[src/rtl/draw_layer_stack_if.sv]
// Configuration write channel for draw_layer_stack: one layer's
// rectangle, colour and enable per accepted valid/ready transfer.
interface draw_layer_stack_if #(
    parameter int N_LAYERS = 4,
    parameter int COORD_W  = 11,
    parameter int COLOR_W  = 12
);
    localparam int LAYER_W = (N_LAYERS > 1) ? $clog2(N_LAYERS) : 1;

    logic               cfg_valid;
    logic               cfg_ready;
    logic [LAYER_W-1:0] cfg_layer;
    logic               cfg_en;
    logic [COORD_W-1:0] cfg_xpos;
    logic [COORD_W-1:0] cfg_ypos;
    logic [COORD_W-1:0] cfg_width;
    logic [COORD_W-1:0] cfg_height;
    logic [COLOR_W-1:0] cfg_color;

    modport master (
        output cfg_valid, cfg_layer, cfg_en, cfg_xpos, cfg_ypos,
               cfg_width, cfg_height, cfg_color,
        input  cfg_ready
    );

    modport slave (
        input  cfg_valid, cfg_layer, cfg_en, cfg_xpos, cfg_ypos,
               cfg_width, cfg_height, cfg_color,
        output cfg_ready
    );
endinterface

[src/rtl/draw_layer_stack.sv]
// Overlay compositor: paints N_LAYERS solid rectangles over the incoming pixel
// with a 2-stage pipeline; layer config is double-buffered and committed at vblank entry.
module draw_layer_stack #(
    parameter int N_LAYERS = 4,
    parameter int COORD_W  = 11,
    parameter int COLOR_W  = 12
) (
    input  logic               clk,
    input  logic               rst,
    input  logic [COORD_W-1:0] in_hcount,
    input  logic [COORD_W-1:0] in_vcount,
    input  logic               in_hsync,
    input  logic               in_vsync,
    input  logic               in_hblnk,
    input  logic               in_vblnk,
    input  logic [COLOR_W-1:0] in_rgb,
    output logic [COORD_W-1:0] out_hcount,
    output logic [COORD_W-1:0] out_vcount,
    output logic               out_hsync,
    output logic               out_vsync,
    output logic               out_hblnk,
    output logic               out_vblnk,
    output logic [COLOR_W-1:0] out_rgb,
    draw_layer_stack_if.slave  cfg,
    output logic               commit_pulse
);
    localparam int LAYER_W = (N_LAYERS > 1) ? $clog2(N_LAYERS) : 1;

    logic vblnk_prev_reg;
    logic ready_reg;
    logic commit;
    logic cfg_take;

    // Commit on the rising edge of vblank; writes stall for that one cycle so
    // the shadow copy and a new write never collide.
    assign commit       = in_vblnk & ~vblnk_prev_reg & ~rst;
    assign commit_pulse = commit;
    assign cfg.cfg_ready = ready_reg & ~commit;
    assign cfg_take     = cfg.cfg_valid & cfg.cfg_ready;

    always_ff @(posedge clk) begin
        if (rst) begin
            vblnk_prev_reg <= 1'b0;
            ready_reg      <= 1'b0;
        end else begin
            vblnk_prev_reg <= in_vblnk;
            ready_reg      <= 1'b1;
        end
    end

    logic [N_LAYERS-1:0]               hit_next;
    logic [N_LAYERS-1:0]               hit_reg;
    logic [N_LAYERS-1:0][COLOR_W-1:0]  act_color;

    genvar gi;
    generate
        for (gi = 0; gi < N_LAYERS; gi++) begin : g_layer
            logic               sh_en_reg,  act_en_reg;
            logic [COORD_W-1:0] sh_x_reg,   act_x_reg;
            logic [COORD_W-1:0] sh_y_reg,   act_y_reg;
            logic [COORD_W-1:0] sh_w_reg,   act_w_reg;
            logic [COORD_W-1:0] sh_h_reg,   act_h_reg;
            logic [COLOR_W-1:0] sh_col_reg, act_col_reg;
            logic [COORD_W:0]   x_end;
            logic [COORD_W:0]   y_end;

            // Writes to a layer index outside the stack match no gi and are dropped.
            always_ff @(posedge clk) begin
                if (rst) begin
                    sh_en_reg   <= 1'b0;
                    sh_x_reg    <= '0;
                    sh_y_reg    <= '0;
                    sh_w_reg    <= '0;
                    sh_h_reg    <= '0;
                    sh_col_reg  <= '0;
                    act_en_reg  <= 1'b0;
                    act_x_reg   <= '0;
                    act_y_reg   <= '0;
                    act_w_reg   <= '0;
                    act_h_reg   <= '0;
                    act_col_reg <= '0;
                end else begin
                    if (cfg_take && (cfg.cfg_layer == LAYER_W'(gi))) begin
                        sh_en_reg  <= cfg.cfg_en;
                        sh_x_reg   <= cfg.cfg_xpos;
                        sh_y_reg   <= cfg.cfg_ypos;
                        sh_w_reg   <= cfg.cfg_width;
                        sh_h_reg   <= cfg.cfg_height;
                        sh_col_reg <= cfg.cfg_color;
                    end
                    if (commit) begin
                        act_en_reg  <= sh_en_reg;
                        act_x_reg   <= sh_x_reg;
                        act_y_reg   <= sh_y_reg;
                        act_w_reg   <= sh_w_reg;
                        act_h_reg   <= sh_h_reg;
                        act_col_reg <= sh_col_reg;
                    end
                end
            end

            // One extra bit on the far edges clips layers at the frame edge
            // instead of wrapping; zero width/height can never satisfy both bounds.
            assign x_end = {1'b0, act_x_reg} + {1'b0, act_w_reg};
            assign y_end = {1'b0, act_y_reg} + {1'b0, act_h_reg};

            assign hit_next[gi] = act_en_reg
                                & (in_hcount >= act_x_reg) & ({1'b0, in_hcount} < x_end)
                                & (in_vcount >= act_y_reg) & ({1'b0, in_vcount} < y_end);

            assign act_color[gi] = act_col_reg;
        end
    endgenerate

    logic [COORD_W-1:0] s1_hcount_reg;
    logic [COORD_W-1:0] s1_vcount_reg;
    logic               s1_hsync_reg;
    logic               s1_vsync_reg;
    logic               s1_hblnk_reg;
    logic               s1_vblnk_reg;
    logic [COLOR_W-1:0] s1_rgb_reg;

    always_ff @(posedge clk) begin
        if (rst) begin
            hit_reg       <= '0;
            s1_hcount_reg <= '0;
            s1_vcount_reg <= '0;
            s1_hsync_reg  <= 1'b0;
            s1_vsync_reg  <= 1'b0;
            s1_hblnk_reg  <= 1'b0;
            s1_vblnk_reg  <= 1'b0;
            s1_rgb_reg    <= '0;
        end else begin
            hit_reg       <= hit_next;
            s1_hcount_reg <= in_hcount;
            s1_vcount_reg <= in_vcount;
            s1_hsync_reg  <= in_hsync;
            s1_vsync_reg  <= in_vsync;
            s1_hblnk_reg  <= in_hblnk;
            s1_vblnk_reg  <= in_vblnk;
            s1_rgb_reg    <= in_rgb;
        end
    end

    // Colours are read from the active set here; they only change at vblank
    // entry, when the pixel in flight is blanked anyway.
    logic [COLOR_W-1:0] rgb_next;

    always_comb begin
        rgb_next = s1_rgb_reg;
        for (int i = N_LAYERS - 1; i >= 0; i--) begin
            if (hit_reg[i]) begin
                rgb_next = act_color[i];
            end
        end
        if (s1_hblnk_reg || s1_vblnk_reg) begin
            rgb_next = '0;
        end
    end

    always_ff @(posedge clk) begin
        if (rst) begin
            out_hcount <= '0;
            out_vcount <= '0;
            out_hsync  <= 1'b0;
            out_vsync  <= 1'b0;
            out_hblnk  <= 1'b0;
            out_vblnk  <= 1'b0;
            out_rgb    <= '0;
        end else begin
            out_hcount <= s1_hcount_reg;
            out_vcount <= s1_vcount_reg;
            out_hsync  <= s1_hsync_reg;
            out_vsync  <= s1_vsync_reg;
            out_hblnk  <= s1_hblnk_reg;
            out_vblnk  <= s1_vblnk_reg;
            out_rgb    <= rgb_next;
        end
    end
endmodule
[src/flat_wrapper.sv]
// flat-port wrapper written by rule: the top's interface ports become plain ports
module draw_layer_stack_flat 
#(
    parameter int N_LAYERS = 4,
    parameter int COORD_W  = 11,
    parameter int COLOR_W  = 12
)
  (clk, rst, in_hcount, in_vcount, in_hsync, in_vsync, in_hblnk, in_vblnk, in_rgb, out_hcount, out_vcount, out_hsync, out_vsync, out_hblnk, out_vblnk, out_rgb, commit_pulse, cfg_cfg_valid, cfg_cfg_layer, cfg_cfg_en, cfg_cfg_xpos, cfg_cfg_ypos, cfg_cfg_width, cfg_cfg_height, cfg_cfg_color, cfg_cfg_ready);
  draw_layer_stack_if #(.N_LAYERS(N_LAYERS), .COORD_W(COORD_W), .COLOR_W(COLOR_W)) cfg_i ();
  input  logic clk;
  input  logic rst;
  input  logic [COORD_W-1:0] in_hcount;
  input  logic [COORD_W-1:0] in_vcount;
  input  logic in_hsync;
  input  logic in_vsync;
  input  logic in_hblnk;
  input  logic in_vblnk;
  input  logic [COLOR_W-1:0] in_rgb;
  output logic [COORD_W-1:0] out_hcount;
  output logic [COORD_W-1:0] out_vcount;
  output logic out_hsync;
  output logic out_vsync;
  output logic out_hblnk;
  output logic out_vblnk;
  output logic [COLOR_W-1:0] out_rgb;
  output logic commit_pulse;
  input wire logic [$bits(cfg_i.cfg_valid)-1:0] cfg_cfg_valid;
  input wire logic [$bits(cfg_i.cfg_layer)-1:0] cfg_cfg_layer;
  input wire logic [$bits(cfg_i.cfg_en)-1:0] cfg_cfg_en;
  input wire logic [$bits(cfg_i.cfg_xpos)-1:0] cfg_cfg_xpos;
  input wire logic [$bits(cfg_i.cfg_ypos)-1:0] cfg_cfg_ypos;
  input wire logic [$bits(cfg_i.cfg_width)-1:0] cfg_cfg_width;
  input wire logic [$bits(cfg_i.cfg_height)-1:0] cfg_cfg_height;
  input wire logic [$bits(cfg_i.cfg_color)-1:0] cfg_cfg_color;
  output wire logic [$bits(cfg_i.cfg_ready)-1:0] cfg_cfg_ready;
  assign cfg_i.cfg_valid = cfg_cfg_valid;
  assign cfg_i.cfg_layer = cfg_cfg_layer;
  assign cfg_i.cfg_en = cfg_cfg_en;
  assign cfg_i.cfg_xpos = cfg_cfg_xpos;
  assign cfg_i.cfg_ypos = cfg_cfg_ypos;
  assign cfg_i.cfg_width = cfg_cfg_width;
  assign cfg_i.cfg_height = cfg_cfg_height;
  assign cfg_i.cfg_color = cfg_cfg_color;
  assign cfg_cfg_ready = cfg_i.cfg_ready;
  draw_layer_stack #(.N_LAYERS(N_LAYERS), .COORD_W(COORD_W), .COLOR_W(COLOR_W)) u_core (.clk(clk), .rst(rst), .in_hcount(in_hcount), .in_vcount(in_vcount), .in_hsync(in_hsync), .in_vsync(in_vsync), .in_hblnk(in_hblnk), .in_vblnk(in_vblnk), .in_rgb(in_rgb), .out_hcount(out_hcount), .out_vcount(out_vcount), .out_hsync(out_hsync), .out_vsync(out_vsync), .out_hblnk(out_hblnk), .out_vblnk(out_vblnk), .out_rgb(out_rgb), .cfg(cfg_i), .commit_pulse(commit_pulse));
endmodule
[config.mk]
export PLATFORM = sky130hd
export DESIGN_NAME = draw_layer_stack_flat
export DESIGN_NICKNAME = d
export VERILOG_FILES = /design/src/rtl/draw_layer_stack_if.sv /design/src/rtl/draw_layer_stack.sv /design/src/flat_wrapper.sv
export SDC_FILE = /design/constraint.sdc
export NUM_CORES = 1
export LEC_CHECK = 0
export ABC_AREA = 1
export CAP_MARGIN = 0
export CORE_MARGIN = 4
export CORE_UTILIZATION = 45
export CTS_CLUSTER_SIZE = 24
export DETAILED_ROUTE_END_ITERATION = 10
export PLACE_DENSITY = 0.73
export SLEW_MARGIN = 10
export SYNTH_ARGS = -nofsm -noshare
export SYNTH_HDL_FRONTEND = slang
export SYNTH_SLANG_ARGS = --single-unit
[constraint.sdc]
create_clock -name clk -period 2.5 [get_ports clk]
set_clock_uncertainty 0.05 [all_clocks]
set_input_delay 0.5 -clock clk [delete_from_list [all_inputs] [get_ports clk]]
set_output_delay 0.5 -clock clk [all_outputs]
set_load 0.005 [all_outputs]
* After elaboration in Yosys (flattened, before gate mapping) *
Cells that the tools add are included.

cells by class
  add/subtract/negate cells = 8
  multiply operators = 0
  divide/modulo/power cells = 0
  magnitude comparators = 16
  equal/unequal tests = 3
  shift operators = 0
  muxes and demuxes = 5
  bitwise operators = 23
  reductions and logical operators = 7

operator list
  cell                                                 count
  adder 11 x 11 -> 12 bit                              8
  less-than comparator 11 x 12 -> 1 bit                8
  >= comparator 11 bit                                 8
  2-to-1 mux 12 bit                                    4
  bitwise AND 1 bit                                    20
  equality test 2 bit, second input constant           2
  logical AND 1 bit                                    4
  inverter 1 bit                                       3
  equality test 2 x 1 -> 1 bit, second input constant  1
  zero test 2 bit                                      1
  OR reduction 2 bit                                   1
  logical OR 1 bit                                     1
  2-to-1 mux 1 bit                                     1

storage, ports and cells
  bits in registers = 537
  latch bits = 0
  RAM bits = 0
  memory bits (read-only) = 0
  input port bits = 100
  output and inout bits = 40
  word-level logic and storage cells = 126
  memories = 0

* Logic depth before layout (Yosys ltp) *
Gate-level depths: netlist of the first run.

  depth in word-level cells = 7
  mapped depth = 18
  gate-level depth less buffers = 18

* Worst setup path before layout of the first run *
OpenSTA, ideal clock, no wires.

  kind = reg2reg
  from = reg u_core.g_layer[0].act_y_reg[0]
  to = reg u_core.hit_reg[0]
  setup time = 0.111 ns
  data arrival time = 2.308 ns
  required time = 2.339 ns
  slack = 0.030 ns
  stages on the path, launching flop included = 19
  buffers on the path = 0
  clock period less this slack = 2.470 ns
  cells stage by stage = dfxtp_1 ha_1 inv_1 fa_1 nand3b_1 nand2_1 nand3_1 nand3_1 nand2_1 a21oi_1 nor2_1 nand2_1 nand2_1 ha_1 inv_1 nor2_1 nand3_1 nand3_1 nor2_1

on the way
  longest elaborated chain between the ends = 3
  elaborated cells on any way between the ends = 5
  classes of those cells = 1 x add/sub; 2 x order compare; 2 x bitwise

ends and longest elaborated chain
  item                                                                        line                                              text
  start, declared                                                             draw_layer_stack.sv:60                            logic [COORD_W-1:0] sh_y_reg, act_y_reg;
  start signal, assigned                                                      draw_layer_stack.sv:94                            act_y_reg <= sh_y_reg;
  adder 11 x 11 -> 12 bit or >= comparator 11 bit (tied branches)             draw_layer_stack.sv:105, draw_layer_stack.sv:109
  less-than comparator 11 x 12 -> 1 bit or bitwise AND 1 bit (tied branches)  draw_layer_stack.sv:109                           & (in_vcount >= act_y_reg) & ({1'b0, in_vcount} < y_end);
  bitwise AND 1 bit (*)                                                       draw_layer_stack.sv:109
  end signal, assigned                                                        draw_layer_stack.sv:134                           hit_reg <= hit_next;
  end, declared                                                               draw_layer_stack.sv:52                            logic [N_LAYERS-1:0] hit_reg;

Mark *: on every way between the ends. The rest lies on a longest branch, timed or not.
A chain may end at the register's enable or synchronous reset.

* Worst setup path in the final report of the first run *
  from = reg u_core.g_layer[0].act_x_reg[3]
  to = reg u_core.hit_reg[0]

on the way
  longest elaborated chain between the ends = 5
  elaborated cells on any way between the ends = 7
  classes of those cells = 1 x add/sub; 2 x order compare; 4 x bitwise

ends and longest elaborated chain
  item                                                                        line                                              text
  start, declared                                                             draw_layer_stack.sv:59                            logic [COORD_W-1:0] sh_x_reg, act_x_reg;
  start signal, assigned                                                      draw_layer_stack.sv:93                            act_x_reg <= sh_x_reg;
  adder 11 x 11 -> 12 bit or >= comparator 11 bit (tied branches)             draw_layer_stack.sv:104, draw_layer_stack.sv:108
  less-than comparator 11 x 12 -> 1 bit or bitwise AND 1 bit (tied branches)  draw_layer_stack.sv:108                           & (in_hcount >= act_x_reg) & ({1'b0, in_hcount} < x_end)
  bitwise AND 1 bit (*)                                                       draw_layer_stack.sv:108
  bitwise AND 1 bit (*) (2 in a row)                                          draw_layer_stack.sv:109

Marked as above.

==> flow_metrics.py, run 1 <==
metrics = {
    "routing": {
        "drt-met1-wl_um": 33000,
        "wl_per_cell_um": 16.6,
        "wl_met3_um": 4440,
        "wl_met2_um": 31800,
        "viasPerCell": 5.21,
        "drtPass1Iterations": 7,
        "top_layer": "met5",
        "detailedRoute.firstIterationViolations": 1651,
        "drt_wl_total_um": 71500,
        "via_count": 22400,
        "ant_nets": 0,
        "route.detailed.drc": 0,
    },
    "cts": {
        "postCtsHoldBufs": 0,
        "clk_latency_ns": 0.62,
        "clkTransAtPathRegs_ns": 0.06,
        "htreeDepth": 2,
        "cts_made_buffers": 57,
        "cts.sinks": 537,
        "cts_root_buffer": "clkbuf_16",
        "cts_tree": "built",
        "cts_buffer_depth": 3,
    },
    "synth": {
        "synthesis.nets": 3666,
        "ys_seq_elements": 537,
        "synthArstFlopShare": 0,
        "syn_avg_cell_area_um2": 7.82,
        "ys_warn_count": 0,
        "synth_top_family_by_area": "compound AO/OA/AOI/OAI gates",
        "synth.cell_area_mm2": 0.0258,
        "synth_compound_area_frac": 0.194,
        "ys_top_cells_by_count": "537 x dfxtp_1, 506 x inv_1, 505 x o21ai_0",
        "yosysMostFrequentCell": "dfxtp_1",
        "synth_top_area_frac": 0.416,
        "syn-instance-count": 3302,
        "yosys.area.top_type": "dfxtp_1",
        "synth_area_leaders": "dfxtp_1 42%, ha_1 12%, o21ai_0 9.8%, a21oi_1 7.6%, inv_1 7.4%",
        "synthMuxAreaShare": 0,
        "synth_cell_type_count": 34,
        "ys_seq_area_frac": 0.416,
        "synthSimpleGateAreaFrac": 0.136,
        "synth_enable_flop_cells": 0,
        "synth-xor-area-share": 0.0241,
        "synthAdderAreaFrac": 0.130,
        "synth_top_flop_cell": "dfxtp_1",
    },
    "job": {
        "max-cap-violations": 0,
    },
    "layout": {
        "fillCellCount": 5154,
        "area_delta_synth_final_pct": 22.5,
        "drive_gt1_frac": 0.114,
        "regArea_mm2": 0.0108,
        "fin_nets": 3867,
        "multi_input_area_mm2": 0.0132,
        "final_area_mm2": 0.0316,
    },
    "outcome": {
        "status": "finished with violations",
        "violations": "setup timing",
    },
    "global_route": {
        "grt_pass1_wl_um": 110000,
        "grt_use_total": 0.224,
        "grt_start_max_net_pins": 147,
        "antenna_found_initial": 9,
        "grt_pass1_vias": 20700,
        "overflow": 0,
    },
    "sta": {
        "max_freq_mhz": 389,
        "setup_viol": 1,
        "fin_crit_sh": 1.03,
        "max_slew_margin": 0.486,
        "fin_ws_ns": -0.0711,
        "worst_slew_pin_slew_ns": 0.770,
        "grt_setup_unrepaired": "yes",
        "period_needed_ns": 2.57,
        "maxSlewViolCount": 0,
        "finalHoldViolCount": 0,
    },
    "worst_setup_path": {
        "cp_data_required_time_ns": 3.00,
        "crit_type": "register to register",
        "path_delay_family": "compound AO/OA/AOI/OAI gates",
        "crit_chain": "ha_1 > a21oi_1 > o21ai_0 > a21oi_1 > xor2_1 > ha_1 > nand2_1 > o21ai_0 > nor2_1 > nand2_1 > nand3_1 > nand4_1 > nor2_1",
        "start_kind": "register",
        "cp-end-kind": "register",
        "critPathArrivalTime_ns": 3.07,
        "cp_max_fo": 6,
        "max_stage_delay_ns": 0.37,
        "cp_slowest_cell": "ha_1",
        "critPathBufInv": 0,
    },
    "pwr": {
        "cellLeakagePower_nw": 12.6,
        "p_per_area_mw_per_mm2": 609,
        "ir_drop_mv": 0.603,
        "power.total_mw": 19.3,
    },
    "die": {
        "die-area_mm2": 0.0613,
        "ios": 140,
        "core_mm2": 0.0566,
        "die_y_um": 248,
        "initial_core_util": 0.456,
        "dieWidth_um": 248,
        "rows": 87,
    },
    "hold_path": {
        "hp-class": "primary input to register",
    },
    "placed_design": {
        "dp.final_hpwl_um": 50600,
        "port_buffers": 139,
        "gp_congestion": 0.901,
        "place_area_mm2": 0.0290,
    },
}
## metal layers
metal	vias to the layer above	global-route usage
met4	8	0.0743
met5	-	0
met1	10300	0.311
met3	137	0.0367
met2	571	0.356
li1	11400	-
## worst register-to-register path, stage by stage (launching register included)
cell	delay, ns
dfxtp_1	0.34
ha_1	0.37
a21oi_1	0.24
o21ai_0	0.14
a21oi_1	0.23
xor2_1	0.23
ha_1	0.27
nand2_1	0.08
o21ai_0	0.10
nor2_1	0.09
nand2_1	0.08
nand3_1	0.09
nand4_1	0.09
nor2_1	0.09
## final timing paths
check / slack, ns / startpoint / endpoint / depth (start not counted)
setup reg to reg: -0.07 / u_core.g_layer[0].act_x_reg[3] / u_core.hit_reg[0] / 13
setup / recovery: -0.07 / u_core.g_layer[0].act_x_reg[3] / u_core.hit_reg[0] / 13
hold reg to reg: 0.35 / u_core.s1_hcount_reg[8] / u_core.out_hcount[8] / 2
hold / removal: 0.13 / rst / u_core.s1_vcount_reg[10] / 2
## cells by family (layout without fill, tap and decap cells)
kind of cell | after synthesis | after routing
AOI/OAI and AO/OA | 970 | 970
xor gates and xnor gates | 71 | 71
adders and majority gates | 264 | 264
buffers and inverters | 671 | 915
DFF | 537 | 537
other | 0 | 1
and+or+nand+nor | 789 | 789
## layout make-up
cell class                 instances  area share
tap                              756      0.0299
inverter                         507      0.0604
multi-input combinational       2094       0.416
clock buffer                      79      0.0496
timing repair buffer             306      0.0935
sequential                       537       0.341
clock inverter                    23     0.00922
antenna                            1   0.0000791
## through the flow
stage,util,setup WS (ns),instances,hold WS (ns),TNS (ns)
floorplan,-,0.0303,3302,0.338,0
global placement,0.513,-0.358,4191,0.339,-0.600
detailed placement,0.513,-0.377,4191,0.344,-0.678
CTS,0.548,-0.00708,4295,0.0794,-0.00708
global route,0.559,-0.154,4302,0.121,-0.406
finish,0.559,-0.0711,4303,0.133,-0.0711
## power by group
group	total [mW]	leakage (nW)	internal (mW)	switching, mW
Combinational	1.91	7.29	0.783	1.13
Clock	8.45	0.902	4.83	3.62
Sequential	8.89	4.38	8.79	0.101
Total	19.3	12.6	14.4	4.85
## cells in the final DEF (no fill, tap or decap), types with 31 or more instances in the layout
cell and instances:
dfxtp_1 504, inv_1 502, o21ai_0 494, a21oi_1 362
nand3_1 292, nand2_1 232, ha_1 231, nor2_1 173
buf_4 142, clkdlybuf4s50_1 138, clkbuf_16 57, xor2_1 46
nand4_1 31
## repair_timing
item	4_1_cts	5_1_grt
endpoints found under the hold margin	0	0
cloned	0	0
pin swaps	5	31
endpoints found under the setup margin	4	6
setup buffers	2	7
gates resized for setup	29	142
Power figures use the tool's default switching activity.
==> run 2: changes to the inputs <==
--- a/config.mk
+++ b/config.mk
@@ -9,6 +9,7 @@
 export CAP_MARGIN = 0
 export CORE_MARGIN = 4
 export CORE_UTILIZATION = 45
+export CTS_CLUSTER_DIAMETER = 40
 export CTS_CLUSTER_SIZE = 24
 export DETAILED_ROUTE_END_ITERATION = 10
 export PLACE_DENSITY = 0.73
==> run 2 against run 1 <==
Against the previous run: the run still ends with setup timing left; worst setup slack better by 0.054 ns; via count rose by 1.1%; sequential power hardly changed; core utilization is 1.3 points higher; first-iteration DRC count shrank 1.0%; count of clock-buffer cells in the layout up 5; critical path type unchanged; largest power group is now clock.
==> flow_metrics.py, run 2 (synthesized netlist as in run 1, its figures left out) <==
metrics = {
    "worst_setup_path": {
        "r2r_cells": 13,
        "critPathArrivalTime_ns": 3.00,
        "cp_data_required_time_ns": 2.99,
        "ff2ff_setup_slack_ns": -0.02,
        "cp_max_fo": 6,
        "crit_type": "register to register",
        "start_kind": "register",
        "cp-end-kind": "register",
    },
    "job": {
        "max-cap-violations": 0,
    },
    "layout": {
        "fillCellCount": 5023,
        "drive_gt1_frac": 0.124,
        "final_cell_mix": "512 x dfxtp_1, 503 x inv_1, 494 x o21ai_0, 362 x a21oi_1, 293 x nand3_1",
        "layout_commonest_cell": "dfxtp_1",
        "final_cell_count_no_fill": 4337,
        "fin_nets": 3884,
        "area_delta_synth_final_pct": 25.4,
        "final_area_mm2": 0.0324,
    },
    "sta": {
        "setup_viol": 2,
        "max_slew_margin": 0.491,
        "fin_ws_ns": -0.0168,
        "grt_setup_unrepaired": "yes",
        "fin_crit_sh": 1.01,
        "finalHoldViolCount": 0,
        "maxSlewViolCount": 0,
        "worst_slew_pin_slew_ns": 0.763,
        "period_needed_ns": 2.52,
        "max_freq_mhz": 397,
    },
    "routing": {
        "ant_nets": 0,
        "detailedRoute.firstIterationViolations": 1634,
        "via_count": 22700,
        "wl_per_cell_um": 16.5,
        "drt_wl_total_um": 71500,
        "viasPerCell": 5.23,
        "drtPass1Iterations": 5,
        "route.detailed.drc": 0,
    },
    "hold_path": {
        "hold_path_depth": 2,
        "hp-class": "primary input to register",
    },
    "pwr": {
        "p_per_area_mw_per_mm2": 674,
        "ir_drop_mv": 0.637,
        "cellLeakagePower_nw": 12.9,
    },
    "cts": {
        "cts.sinks": 537,
        "cts_root_buffer": "clkbuf_16",
        "cts_made_buffers": 76,
        "htreeDepth": 3,
        "postCtsHoldBufs": 0,
        "clk_latency_ns": 0.62,
        "cts_buffer_depth": 3,
        "cts_tree": "built",
        "clkTransAtPathRegs_ns": 0.06,
    },
    "global_route": {
        "use_met1": 0.311,
        "grt_pass1_vias": 21100,
        "overflow": 0,
        "grt_start_max_net_pins": 147,
        "grt_util_met2": 0.360,
        "antenna_found_initial": 9,
        "use_met3": 0.0376,
        "grt_use_total": 0.226,
        "grt_pass1_wl_um": 111000,
        "busiest_layer": "met2",
    },
    "placed_design": {
        "place_area_mm2": 0.0290,
        "gp_congestion": 0.901,
        "placed_cells": 4191,
        "port_buffers": 139,
        "dp.final_hpwl_um": 50600,
    },
    "outcome": {
        "violations": "setup timing",
        "status": "finished with violations",
    },
    "die": {
        "die_y_um": 248,
        "ios": 140,
        "initial_core_util": 0.456,
        "core_mm2": 0.0566,
        "dieWidth_um": 248,
        "rows": 87,
        "die-area_mm2": 0.0613,
    },
}
[run 2: changes by cell type in the layout (fill, tap and decap cells not counted), moves of 3 or more]
cell,delta
clkbuf_1,-16
clkbuf_16,+19
clkinv_4,+10
clkinv_8,+3
clkinvlp_4,+3
dfxtp_1,+8
dfxtp_2,-8
inv_6,+6
inv_8,+3
nand2_1,+3
[run 2: worst paths after layout]
kind / startpoint / end
setup / recovery: u_core.g_layer[0].act_x_reg[3] / u_core.hit_reg[0]
hold / removal: rst / u_core.s1_rgb_reg[9]
setup reg to reg: u_core.g_layer[0].act_x_reg[3] / u_core.hit_reg[0]
hold reg to reg: u_core.s1_vcount_reg[9] / u_core.out_vcount[9]
[run 2: power breakdown]
part / switching, mW / internal, mW
registers: 0.101 / 8.80
logic: 1.12 / 0.781
clock network: 4.39 / 6.64
total: 5.62 / 16.2
[run 2: layer usage]
layer  part of all wire  vias up
met2               0.45      649
met3              0.066      137
met4              0.029        8
met5            0.00077        -
li1                   -    11500
met1               0.46    10400
[run 2: final cells by class]
type                    count  area (um^2)  share of cell area
flip-flops and latches    537        10800               0.333
repair buffers            304         2940              0.0908
clock buffers              84         2010              0.0621
diodes                      1         2.50           0.0000773
clock inverters            54          672              0.0207
multi-input cells        2094        13100               0.405
well taps                 756          946              0.0292
inverters                 507         1910              0.0590
[run 2: timing repair]
action / in CTS / in global routing
resized for setup: 27 / 127
buffers inserted: 2 / 5
endpoints found under the setup margin: 4 / 6
pin swaps: 3 / 22
[run 2: per-stage QoR]
stage           util  setup TNS, ns  hold WS (ns)  total power [mW]  setup WS (ns)
3_3_place_gp   0.513         -0.600         0.339              10.9         -0.358
4_1_cts        0.562       -0.00906        0.0969              22.0       -0.00906
6_report       0.572        -0.0251         0.138              21.8        -0.0168
3_5_place_dp   0.513         -0.678         0.344              10.9         -0.377
2_1_floorplan      -              0         0.338              10.1         0.0303
5_1_grt        0.572         -0.397         0.128              22.6         -0.145
[run 2: worst max-delay path, cell delays in order, from the launching register on]
cell and delay (ns):
dfxtp_1 0.34, ha_1 0.39, a21oi_2 0.20, o21ai_0 0.12
a21oi_1 0.23, xor2_1 0.23, ha_1 0.27, nand2_1 0.08
o21ai_0 0.09, nor2_1 0.09, nand2_1 0.08, nand3_1 0.08
nand4_1 0.09, nor2_1 0.09
==> run 3: changes to the inputs <==
--- a/config.mk
+++ b/config.mk
@@ -6,11 +6,11 @@
 export NUM_CORES = 1
 export LEC_CHECK = 0
 export ABC_AREA = 1
-export CAP_MARGIN = 0
+export CAP_MARGIN = 20
 export CORE_MARGIN = 4
 export CORE_UTILIZATION = 45
 export CTS_CLUSTER_DIAMETER = 40
-export CTS_CLUSTER_SIZE = 24
+export CTS_CLUSTER_SIZE = 28
 export DETAILED_ROUTE_END_ITERATION = 10
 export PLACE_DENSITY = 0.73
 export SLEW_MARGIN = 10
==> results of run 3 <==
Same layout as run 2: the final DEF is identical, and so are final timing and power.
